$ cat src/rtl/pulse_generator.sv
// Turns (index, trigger) commands into a one-hot pulse of programmable length
// followed by an optional forced-low gap, with a single pending-command slot.
module pulse_generator #(
  parameter int PULSE_COUNT = 4,
  parameter int LEN_BITS    = 8
) (
  input  logic                   clk,
  input  logic                   rst,
  input  logic [7:0]             index,
  input  logic                   trigger,
  input  logic [LEN_BITS-1:0]    length,
  input  logic [LEN_BITS-1:0]    gap,
  output logic [PULSE_COUNT-1:0] pulses,
  output logic                   busy,
  output logic                   invalid,
  output logic                   overflow,
  output logic [15:0]            count
);

  typedef enum logic [1:0] {
    S_IDLE  = 2'd0,
    S_PULSE = 2'd1,
    S_GAP   = 2'd2
  } state_t;

  localparam logic [LEN_BITS-1:0] LEN_ONE   = 1;
  localparam logic [8:0]          INDEX_LIM = 9'(PULSE_COUNT);

  // Command capture stage: the FSM acts on the command one edge after trigger.
  logic                cmd_valid_reg;
  logic [7:0]          cmd_index_reg;
  logic [LEN_BITS-1:0] cmd_len_reg;
  logic [LEN_BITS-1:0] cmd_gap_reg;

  state_t              state_reg, state_next;
  logic [LEN_BITS-1:0] cnt_reg, cnt_next;
  logic [7:0]          cur_index_reg, cur_index_next;
  logic [LEN_BITS-1:0] cur_gap_reg, cur_gap_next;

  logic                pend_valid_reg, pend_valid_next;
  logic [7:0]          pend_index_reg, pend_index_next;
  logic [LEN_BITS-1:0] pend_len_reg, pend_len_next;
  logic [LEN_BITS-1:0] pend_gap_reg, pend_gap_next;

  logic [PULSE_COUNT-1:0] pulses_reg, pulses_next;
  logic                   busy_reg, busy_next;
  logic                   invalid_reg, invalid_next;
  logic                   overflow_reg, overflow_next;
  logic [15:0]            count_reg, count_next;

  logic                   cmd_ok;
  logic                   cmd_bad;
  logic [LEN_BITS-1:0]    cmd_len_eff;
  logic                   load_pend;
  logic                   load_cmd;
  logic                   start;
  logic [PULSE_COUNT-1:0] onehot;

  assign cmd_ok      = cmd_valid_reg & ({1'b0, cmd_index_reg} < INDEX_LIM);
  assign cmd_bad     = cmd_valid_reg & ~({1'b0, cmd_index_reg} < INDEX_LIM);
  assign cmd_len_eff = (cmd_len_reg == '0) ? LEN_ONE : cmd_len_reg;

  // State and datapath registers
  always_ff @(posedge clk or posedge rst) begin
    if (rst) begin
      cmd_valid_reg  <= 1'b0;
      cmd_index_reg  <= '0;
      cmd_len_reg    <= '0;
      cmd_gap_reg    <= '0;
      state_reg      <= S_IDLE;
      cnt_reg        <= '0;
      cur_index_reg  <= '0;
      cur_gap_reg    <= '0;
      pend_valid_reg <= 1'b0;
      pend_index_reg <= '0;
      pend_len_reg   <= '0;
      pend_gap_reg   <= '0;
      pulses_reg     <= '0;
      busy_reg       <= 1'b0;
      invalid_reg    <= 1'b0;
      overflow_reg   <= 1'b0;
      count_reg      <= '0;
    end else begin
      cmd_valid_reg  <= trigger;
      cmd_index_reg  <= index;
      cmd_len_reg    <= length;
      cmd_gap_reg    <= gap;
      state_reg      <= state_next;
      cnt_reg        <= cnt_next;
      cur_index_reg  <= cur_index_next;
      cur_gap_reg    <= cur_gap_next;
      pend_valid_reg <= pend_valid_next;
      pend_index_reg <= pend_index_next;
      pend_len_reg   <= pend_len_next;
      pend_gap_reg   <= pend_gap_next;
      pulses_reg     <= pulses_next;
      busy_reg       <= busy_next;
      invalid_reg    <= invalid_next;
      overflow_reg   <= overflow_next;
      count_reg      <= count_next;
    end
  end

  // Next-state logic, including pending-slot management
  always_comb begin
    state_next      = state_reg;
    cnt_next        = cnt_reg;
    cur_index_next  = cur_index_reg;
    cur_gap_next    = cur_gap_reg;
    pend_valid_next = pend_valid_reg;
    pend_index_next = pend_index_reg;
    pend_len_next   = pend_len_reg;
    pend_gap_next   = pend_gap_reg;
    overflow_next   = 1'b0;
    load_pend       = 1'b0;
    load_cmd        = 1'b0;

    case (state_reg)
      S_IDLE: begin
        // A pending command can only be waiting here if it arrived on the
        // very edge the previous pulse/gap finished.
        if (pend_valid_reg) begin
          load_pend = 1'b1;
        end else if (cmd_ok) begin
          load_cmd = 1'b1;
        end
      end
      S_PULSE: begin
        if (cnt_reg == '0) begin
          if (cur_gap_reg != '0) begin
            state_next = S_GAP;
            cnt_next   = cur_gap_reg - LEN_ONE;
          end else if (pend_valid_reg) begin
            load_pend = 1'b1;
          end else begin
            state_next = S_IDLE;
          end
        end else begin
          cnt_next = cnt_reg - LEN_ONE;
        end
      end
      S_GAP: begin
        if (cnt_reg == '0) begin
          if (pend_valid_reg) begin
            load_pend = 1'b1;
          end else begin
            state_next = S_IDLE;
          end
        end else begin
          cnt_next = cnt_reg - LEN_ONE;
        end
      end
      default: begin
        state_next = S_IDLE;
      end
    endcase

    if (load_pend) begin
      state_next      = S_PULSE;
      cur_index_next  = pend_index_reg;
      cnt_next        = pend_len_reg - LEN_ONE;
      cur_gap_next    = pend_gap_reg;
      pend_valid_next = 1'b0;
    end

    if (load_cmd) begin
      state_next     = S_PULSE;
      cur_index_next = cmd_index_reg;
      cnt_next       = cmd_len_eff - LEN_ONE;
      cur_gap_next   = cmd_gap_reg;
    end

    // A slot freed on this same edge is immediately reusable.
    if (cmd_ok && !load_cmd) begin
      if (!pend_valid_reg || load_pend) begin
        pend_valid_next = 1'b1;
        pend_index_next = cmd_index_reg;
        pend_len_next   = cmd_len_eff;
        pend_gap_next   = cmd_gap_reg;
      end else begin
        overflow_next = 1'b1;
      end
    end
  end

  assign start = load_pend | load_cmd;

  generate
    for (genvar gi = 0; gi < PULSE_COUNT; gi++) begin : g_onehot
      assign onehot[gi] = (cur_index_next == 8'(gi));
    end
  endgenerate

  // Output logic (values registered alongside the state)
  always_comb begin
    pulses_next  = (state_next == S_PULSE) ? onehot : '0;
    busy_next    = (state_next != S_IDLE) | pend_valid_next;
    invalid_next = cmd_bad;
    count_next   = count_reg + 16'(start);
  end

  assign pulses   = pulses_reg;
  assign busy     = busy_reg;
  assign invalid  = invalid_reg;
  assign overflow = overflow_reg;
  assign count    = count_reg;

endmodule

$ cat config.mk
export PLATFORM = sky130hd
export DESIGN_NAME = pulse_generator
export DESIGN_NICKNAME = d
export VERILOG_FILES = /design/src/rtl/pulse_generator.sv
export SDC_FILE = /design/constraint.sdc
export NUM_CORES = 1
export LEC_CHECK = 0
export CAP_MARGIN = 30
export CORE_UTILIZATION = 60
export DETAILED_ROUTE_END_ITERATION = 8
export PLACE_DENSITY = 0.88
export SYNTH_ARGS = -nofsm -noshare
export SYNTH_HDL_FRONTEND = slang
export SYNTH_SLANG_ARGS = --single-unit
$ cat constraint.sdc
create_clock -name clk -period 10.1 [get_ports clk]
set_input_delay 2.02 -clock clk [delete_from_list [all_inputs] [get_ports clk]]
set_output_delay 2.02 -clock clk [all_outputs]
set_load 0.02 [all_outputs]
After elaboration in Yosys (flattened, before gate mapping). Index checks and enable logic that the tools add are counted.

Register bits after elaboration: 99. Input port bits: 27. Output and inout port bits: 23. Word-level logic and storage cells: 82.

$add $sub $neg: 5. Magnitude comparators: 1. Eq/ne operators: 8. Muxes and demuxes: 32. Bitwise gates (word level): 5. Reduce and logical (&&, ||, !) cells: 14.

Operator list (number): $mux W8 (10); $sub A8 B1 Y8 const B (4); $logic_not A8 Y1 (3); $add A16 B1 Y16 (1); $eq A8 B2 Y1 const B (2); $pmux W8 S2 (1); $mux W1 (12); $mux W2 (6); $eq A8 B1 Y1 const B (1); $lt A8 B3 Y1 const B (1); $reduce_bool A8 Y1 (1); $pmux W2 S3 (1); $ne A5 B5 Y1 const B (1); $eq A2 B1 Y1 const B (2); $mux W4 (1); $ne A4 B4 Y1 const B (1); $reduce_bool A2 Y1 (2); $reduce_bool A4 Y1 (1); $pmux W1 S3 (1); $reduce_and A3 Y1 (1); $and A1 B1 Y1 (2); $eq A2 B2 Y1 const B (1); $logic_not A1 Y1 (2); $logic_not A2 Y1 (1); 5 further kinds (6).

Depth between registers and ports, before layout. Gate-level depths: netlist of the first run.

Depth in word-level cells: 9. Depth in mapped cells: 13. Gate-level depth less buffers: 12.

Worst setup path before layout of the first run. OpenSTA, ideal clock, no wires.

Path type: register to register. From: register cnt_reg[0]. To: register count_reg[12] (netlist: count[12]). Library setup time: 0.080 ns. Arrival: 2.739 ns. Required time: 10.020 ns. Path slack: 7.281 ns. Cell stages (with the launch flop): 14. Buffers on the path: 1. Period minus slack after synthesis: 2.819 ns. Path through: dfrtp_1 > inv_1 > ha_1 > nor4b_4 > a31oi_1 > or3_1 > buf_6 > nand2_1 > ha_1 > ha_1 > nand3_1 > or2_2 > nor2_1 > xor2_1.

Word-level cells in the longest chain between the ends: 5. Elaborated cells between the ends (all ways): 6. Classes of those cells: 1 x add/sub; 3 x mux; 1 x bitwise; 1 x reduce/logical.

RTL lines: from (decl) (line 36) `logic [LEN_BITS-1:0] cnt_reg, cnt_next;`; from (signal assigned) (line 89) `cnt_reg <= cnt_next;`; $logic_not A8 Y1 * (line 129, 143); $mux W1 (on tied branches) (line 143, 129); $pmux W1 S3 * (line 118) `case (state_reg)`; $or A1 B1 Y1 * (line 186) `assign start = load_pend | load_cmd;`; $add A16 B1 Y16 * (line 199) `count_next = count_reg + 16'(start);`; net count_next[12] (line 49) `logic [15:0] count_reg, count_next;`; to (signal assigned) (line 100) `count_reg <= count_next;`; to (decl) (line 49).

Mark *: on every way through the listed nets, which the timed path passes. The rest lies on a longest branch. A chain may end at the register's enable or synchronous reset.

Worst setup path after layout of the first run. Ends and elaborated chain as after synthesis.

==> summary.md, run 1 <==
| Metric | Value |
|---|---|
| Non-Filler Instances | `approximately 560` |
| Pwr dens | `around 220 mW/mm^2` |
| RR Startpoint | `cnt_reg[0]` |
| Layout Area Growth over Synthesis | `18.9%` |
| Routed length on met2 | `4390 microns` |
| Slowest cell on crit path | `or3_1` |
| Worst-Margin Slew | `between 900 and 1000 ps` |
| Total track usage | `0.263` |
| Status | `finished, final reports clean` |
| Post-DP Area | `between 0.005 and 0.006 sq mm` |
| Clock Tree Root | `clkbuf_8` |
| Max Slew Vio Count | `0` |
| Post-DRT Antenna Nets | `0` |
| I/O Buffers | `49` |
| Yosys warning count | `0` |
| Io pins | `50` |
| # setup viols final | `0` |
| Distinct cell type count of the synthesized netlist | `53` |
| Fin area | `between 0.005 and 0.006 sq mm` |
| CTS Buf Count | `9` |
| Part of the cycle the worst path needs | `0.375` |
| Largest net degree at the start of global routing | `between 70 and 80` |
| CTS tree | `built` |
| Worst r2r path cells | `12` |
| Final net count | `between 400 and 500` |
| Die area | `roughly 0.0077 sq mm` |
| Seq/Total Area, Yosys | `0.559` |
| Worst EP required | `about 10000 ps` |
| Flops & latches, synth | `between 90 and 100` |
| WS Path Type | `register to register` |
| Post-synth top flop | `dfrtp_1` |
| Share of cells above drive strength 1 | `0.0907` |
| Slew HR | `0.365` |
| Final hold vios | `0` |
| Total Wirelength | `about 9000 microns` |
| Core Region | `0.00694 sq mm` |
| Min-delay src | `cmd_valid_reg` |
| Worst Path Max Fanout | `24` |
| Clk Latency, worst-skew pair | `between 300 and 400 ps` |
| Longest Clk Path Bufs | `2` |
| Worst path most repeated cell | `ha_1` |
| Clock Skew | `between 10 and 15 ps` |
| First-pass detailed-route iteration total | `5` |
| Max frequency | `about 0.26 GHz` |
| Hold WC Path Type | `register to register` |
| Startpoint types | `register` |
| Final GP Congestion | `around 0.93` |
| CTS H-tree depth | `3` |
| First-pass GRT wire length | `roughly 15000 microns` |
| CTS Sinks | `between 90 and 100` |
| Clk slew on worst S/H paths | `about 100 ps` |
| Pwr Total | `around 0.0011 W` |
| Antenna violations before repair | `0` |
| Hold Crit Depth | `2` |
| Setup bufs post-CTS | `0` |
| Rows | `30` |
| Total gr overflow | `0` |
| WL/cell | `16.2 microns` |
| Cell area after synthesis | `0.00443 sq mm` |
| Crit-path cells | `inv_1 > ha_1 > nor4b_4 > a31oi_1 > or3_1 > nand2_1 > ha_1 > ha_1 > nand3_1 > or2_2 > nor2_1 > xor2_1` |
| Mapped Cells | `slightly above 400` |
| Routed via count | `~3200` |
| # DRC | `0` |
| Die Span Y | `87.9 microns` |
| Die Wd | `87.9 microns` |
| Max incr delay on CP | `roughly 800 ps` |
| Worst setup EP type | `register` |
| Syn Nets | `444` |
| Initial Utilization | `0.638` |
| Uppermost layer routed | `met4` |
| Ant. Diodes | `0` |
| Maxcap violations | `0` |
| Final HPWL DP | `6220 microns` |
| Worst IR Drop VDD | `slightly above 100 uV` |
| Metal-1 WL | `3920 microns` |
| Max reg flops | `16` |
| Cell count after placement | `~540` |
| Setup slack, reg-to-reg | `~6300 ps` |
| Post-synth ARST share | `1.00` |
| Crit path launch | `cnt_reg[0]` |
| Vias per inst | `5.76` |
| Pleak | `2.37 nW` |
| Number of global-route vias before repair | `roughly 3300` |
| Hold buffer count at cts | `0` |
| Post-synth EDFFs | `0` |
| Minimum clock period | `about 3800 ps` |
| Setup TNS | `0 ps` |
| Post-CTS resize count | `0` |
| Met3 wire length | `between 500 and 600 microns` |
| RSZ-0062 raised after global routing | `no` |
| Initial DRC Count | `about 240` |
| Post-synthesis average cell area | `roughly 11 sq um` |
| Worst EP arrival | `4080 ps` |
per-layer routing:
metal / up-vias / GRT usage
met1: 1560 / 0.356
met3: 22 / 0.0584
met2: 117 / 0.416
li1: 1523 / -
met4: 0 / 0.103
met5: - / 0
critical path: cells and delay by family (launching register included):
kind / cells / cell delay [ps]
fa+ha+maj: 3 / 690
compound gates: 1 / 200
buf+inv: 1 / 120
flops: 1 / 430
xor+xnor: 1 / 190
simple gates: 6 / 2080
final timing paths:
path / endpoint
worst max-delay path: count[12]
worst max register to register: count[12]
worst min register to register: invalid
worst min-delay path: invalid
min in group asynchronous: cmd_gap_reg[7]
max in group asynchronous: busy
placed cells by master (no fill, tap or decap), drive strengths merged, types with 3 or more instances in the layout:
cell type,instances
xnor2,19
or2,3
a211oi,3
a21oi,15
or4,3
and2,11
o21ai,9
nand3,9
nor4b,3
clkbuf,10
nor4,5
xor2,11
a31oi,12
nor2,34
and3,3
inv,20
nand4,5
a22oi,8
clkdlybuf4s50,49
mux2,16
buf,6
ha,11
o22ai,5
nor3,18
nand2,46
dfrtp,99
power by group:
part | total (W) | internal (W) | switching (W)
clock network | 0.000289 | 0.000149 | 0.000139
logic | 0.000334 | 0.000150 | 0.000183
registers | 0.000517 | 0.000452 | 0.0000647
total | 0.00114 | 0.000752 | 0.000387
area by class of cell:
type	count	area, sq um
Inverter	17	66.3
Multi-Input combinational cell	276	1830
Fill cell	451	1670
Clock inverter	6	93.8
Sequential cell	99	2480
Tap cell	96	120
Timing Repair Buffer	55	543
Clock buffer	10	138
per-stage QoR:
stage	setup slack, ps	hold WS [ps]	util
5_1_grt	6040	517	0.759
4_1_cts	6330	487	0.759
6_report	6310	491	0.759
3_5_place_dp	6420	481	0.726
2_1_floorplan	5490	459	-
3_3_place_gp	6520	460	0.721
logic make-up (layout without fill, tap and decap cells):
group / Yosys count / count (layout) / share of synthesized area
buf+inv: 31 / 88 / 0.0288
compound gates: 66 / 66 / 0.103
flops: 99 / 99 / 0.559
xor+xnor: 30 / 30 / 0.0593
mux: 18 / 18 / 0.0452
simple gates: 151 / 151 / 0.173
fa+ha+maj: 11 / 11 / 0.0311
cells in the mapped netlist, types with 3 or more instances:
library cell	n	area (sq um)
mux2_1	10	113
a22oi_1	8	60.1
or2_2	3	18.8
nand2_1	46	173
inv_1	16	60.1
a211oi_1	3	22.5
and3_1	3	18.8
nor3_1	17	85.1
o22ai_1	5	31.3
o21ai_0	8	40.0
xor2_1	11	96.3
nor2_1	34	128
xnor2_1	19	166
a31oi_1	12	75.1
ha_1	11	138
nor4_1	4	25.0
clkbuf_1	10	37.5
nand3_1	9	45.0
a21oi_1	15	75.1
and2_1	11	68.8
mux2_2	6	67.6
or4_1	3	22.5
nand4_1	5	31.3
dfrtp_1	99	2480
No activity file was read; power rests on OpenSTA's default activity.
==> inputs of run 2 (changes only) <==
Settings changed: CORE_UTILIZATION 60 to 50, PLACE_DENSITY 0.88 to 0.79.
Clock period 10.1 ns to 3.22 ns, I/O delays scaled along.
==> summary.md, run 2 (same netlist as run 1, synthesis figures left out) <==
| Metric | Value |
|---|---|
| Status | `finished, final reports clean` |
| CTS H-tree depth | `3 (unchanged)` |
| Commonest non-fill, non-tap cells in the layout | `dfrtp_1, clkdlybuf4s50_1, nand2_1` |
| P_int | `0.00223 W (+200%)` |
| Die Wd | `96.1 microns (+9.3%)` |
| Logic pwr share | `0.311 (+0.018)` |
| Reg area | `0.00248 sq mm (unchanged)` |
| Clk slew on worst S/H paths | `90 ps (about the same)` |
| Sw Share | `0.343 (+0.00299)` |
| Post-DRT Antenna Nets | `0 (unchanged)` |
| Routed via count | `3202 (-0.62%)` |
| Switching power of the nets | `0.00116 W (+200%)` |
| Max frequency | `0.337 GHz (+28%)` |
| Share of cells above drive strength 1 | `0.102 (+0.0114)` |
| Hold WC Path Type | `register to register` |
| Final Util | `0.630 (-0.129)` |
| RSZ-0062 raised after global routing | `no` |
| Initial Utilization | `0.529 (-0.109)` |
| CTS Sinks | `99 (unchanged)` |
| Hold buffer count at cts | `0 (unchanged)` |
| Initial DRC Count | `192 (-19%)` |
| Sequential group share of total power | `0.476 (+0.022)` |
| Longest Clk Path Bufs | `2 (unchanged)` |
| Startpoint types | `register` |
| Minimum clock period | `2960 ps (-828 ps)` |
| # setup viols final | `0 (unchanged)` |
| Pleak | `2.39 nW (+0.54%)` |
| CTS Buf Count | `9 (unchanged)` |
| Worst EP arrival | `3250 ps (-830 ps)` |
| Final net count | `503 (+1.4%)` |
| Clk Latency, worst-skew pair | `360 ps (about the same)` |
| Largest net degree at the start of global routing | `39 (-45%)` |
| CTS tree | `built` |
| First-pass GRT wire length | `14400 microns (-6.9%)` |
| Maxcap violations | `0 (unchanged)` |
| Final hold vios | `0 (unchanged)` |
| Worst Path Max Fanout | `5 (-79%)` |
| Core Region | `0.00838 sq mm (+21%)` |
| Worst-Margin Slew | `639 ps (-313 ps)` |
| Final HPWL DP | `6060 microns (-2.6%)` |
| Clock power share | `0.213 (-0.040)` |
| Worst EP required | `3510 ps (-6880 ps)` |
| Worst setup EP type | `register` |
| WL/cell | `14.8 microns (-8.7%)` |
| Max Slew Vio Count | `0 (unchanged)` |
| Most common cell after layout, fill and taps aside | `dfrtp_1` |
| Ant. Diodes | `0 (unchanged)` |
| Antenna violations before repair | `0 (unchanged)` |
| Number of global-route vias before repair | `3108 (-6.1%)` |
| Layout Area Growth over Synthesis | `19.2%` |
| Fill count | `688 (+53%)` |
| Multi-input logic area | `0.00183 sq mm (-0.34%)` |
| First-pass detailed-route iteration total | `4 (-1)` |
| Die area | `0.00924 sq mm (+20%)` |
| Total Wirelength | `8490 microns (-6.1%)` |
| Slew HR | `0.574 (+0.209)` |
| Io pins | `50 (unchanged)` |
| Pwr dens | `643 mW/mm^2 (+200%)` |
| Non-Filler Instances | `575 (+2.9%)` |
| Max reg flops | `16 (unchanged)` |
| Die Span Y | `96.1 microns (+9.3%)` |
| Final GP Congestion | `0.867 (-7.0%)` |
| I/O Buffers | `49 (unchanged)` |
| # DRC | `0 (unchanged)` |
| Total track usage | `0.207 (-0.0556)` |
| Setup TNS | `0 ps (unchanged)` |
| Clock Skew | `6.01 ps (-5.13 ps)` |
| Total gr overflow | `0 (unchanged)` |
| Clock Tree Root | `clkbuf_8` |
| Vias per inst | `5.57 (-3.4%)` |
| Rows | `33 (+10%)` |
| WS Path Type | `register to register` |
| Cell count after placement | `558 (+2.8%)` |
| Part of the cycle the worst path needs | `0.920 (+0.545)` |
| Worst IR Drop VDD | `312 uV (+210%)` |
run 2: cell count changes in the layout (fill, tap and decap cells not counted), sizes merged:
cell      previous run  this run
buf                  6        13
bufinv               2         0
clkbuf              10        12
clkinv               1         3
clkinvlp             0         1
inv                 20        17
run 2: area by class of cell:
| class | instances | share of cell area |
|---|---|---|
| clock inverter | 4 | 0.00450 |
| sequential | 99 | 0.469 |
| timing repair buffer | 62 | 0.114 |
| tap | 105 | 0.0249 |
| multi-input combinational | 276 | 0.346 |
| clock buffer | 12 | 0.0294 |
| inverter | 17 | 0.0128 |
run 2: worst max-delay path, cell delays in order (launching register included):
cell	delay (ps)
dfrtp_1	430
inv_1	100
ha_1	200
nor4b_2	300
a21oi_1	150
or3_1	380
nand2_1	160
ha_1	220
ha_1	220
nand3_1	140
or2_2	330
nor2_1	120
xor2_1	140
run 2: path summary, 6_finish.rpt:
kind | from | to | slack (ps) | depth (start not counted)
setup / recovery | cur_gap_reg[0] | count[12] | 260 | 12
hold / removal | count[15] | count[15] | 480 | 1
setup reg to reg | cur_gap_reg[0] | count[12] | 260 | 12
hold reg to reg | count[15] | count[15] | 480 | 1
max in group asynchronous | rst | pend_len_reg[6] | 1970 | 3
min in group asynchronous | rst | count[11] | 640 | 2
run 2: through the flow:
step           total power (W)  setup slack [ps]  area [sq um]  hold WS, ps
2_1_floorplan          0.00234               401          4430          459
3_3_place_gp           0.00265               379          5090          461
3_5_place_dp           0.00267               283          5090          463
4_1_cts                0.00341               262          5270          479
5_1_grt                0.00360              13.0          5280          506
6_report               0.00340               256          5280          477
run 2: layer usage:
metal  global-route usage  wire (microns)
met1                0.274            3920
met2                0.330            4060
met3               0.0395             293
met4               0.0958             214
met5                    0               0
run 2: power groups by stage:
stage	registers, W	clock network, W	logic (W)
finish	0.00162	0.000724	0.00106
global route	0.00164	0.000795	0.00116
floorplan	0.00162	0	0.000721
CTS	0.00161	0.000747	0.00105
global placement	0.00163	0	0.00103
detailed placement	0.00163	0	0.00104
run 2: timing repair:
| item | 4_1_cts | 5_1_grt |
|---|---|---|
| buffers inserted | 0 | 1 |
| endpoints found under the setup margin | 0 | 1 |
| resized for setup | 0 | 0 |
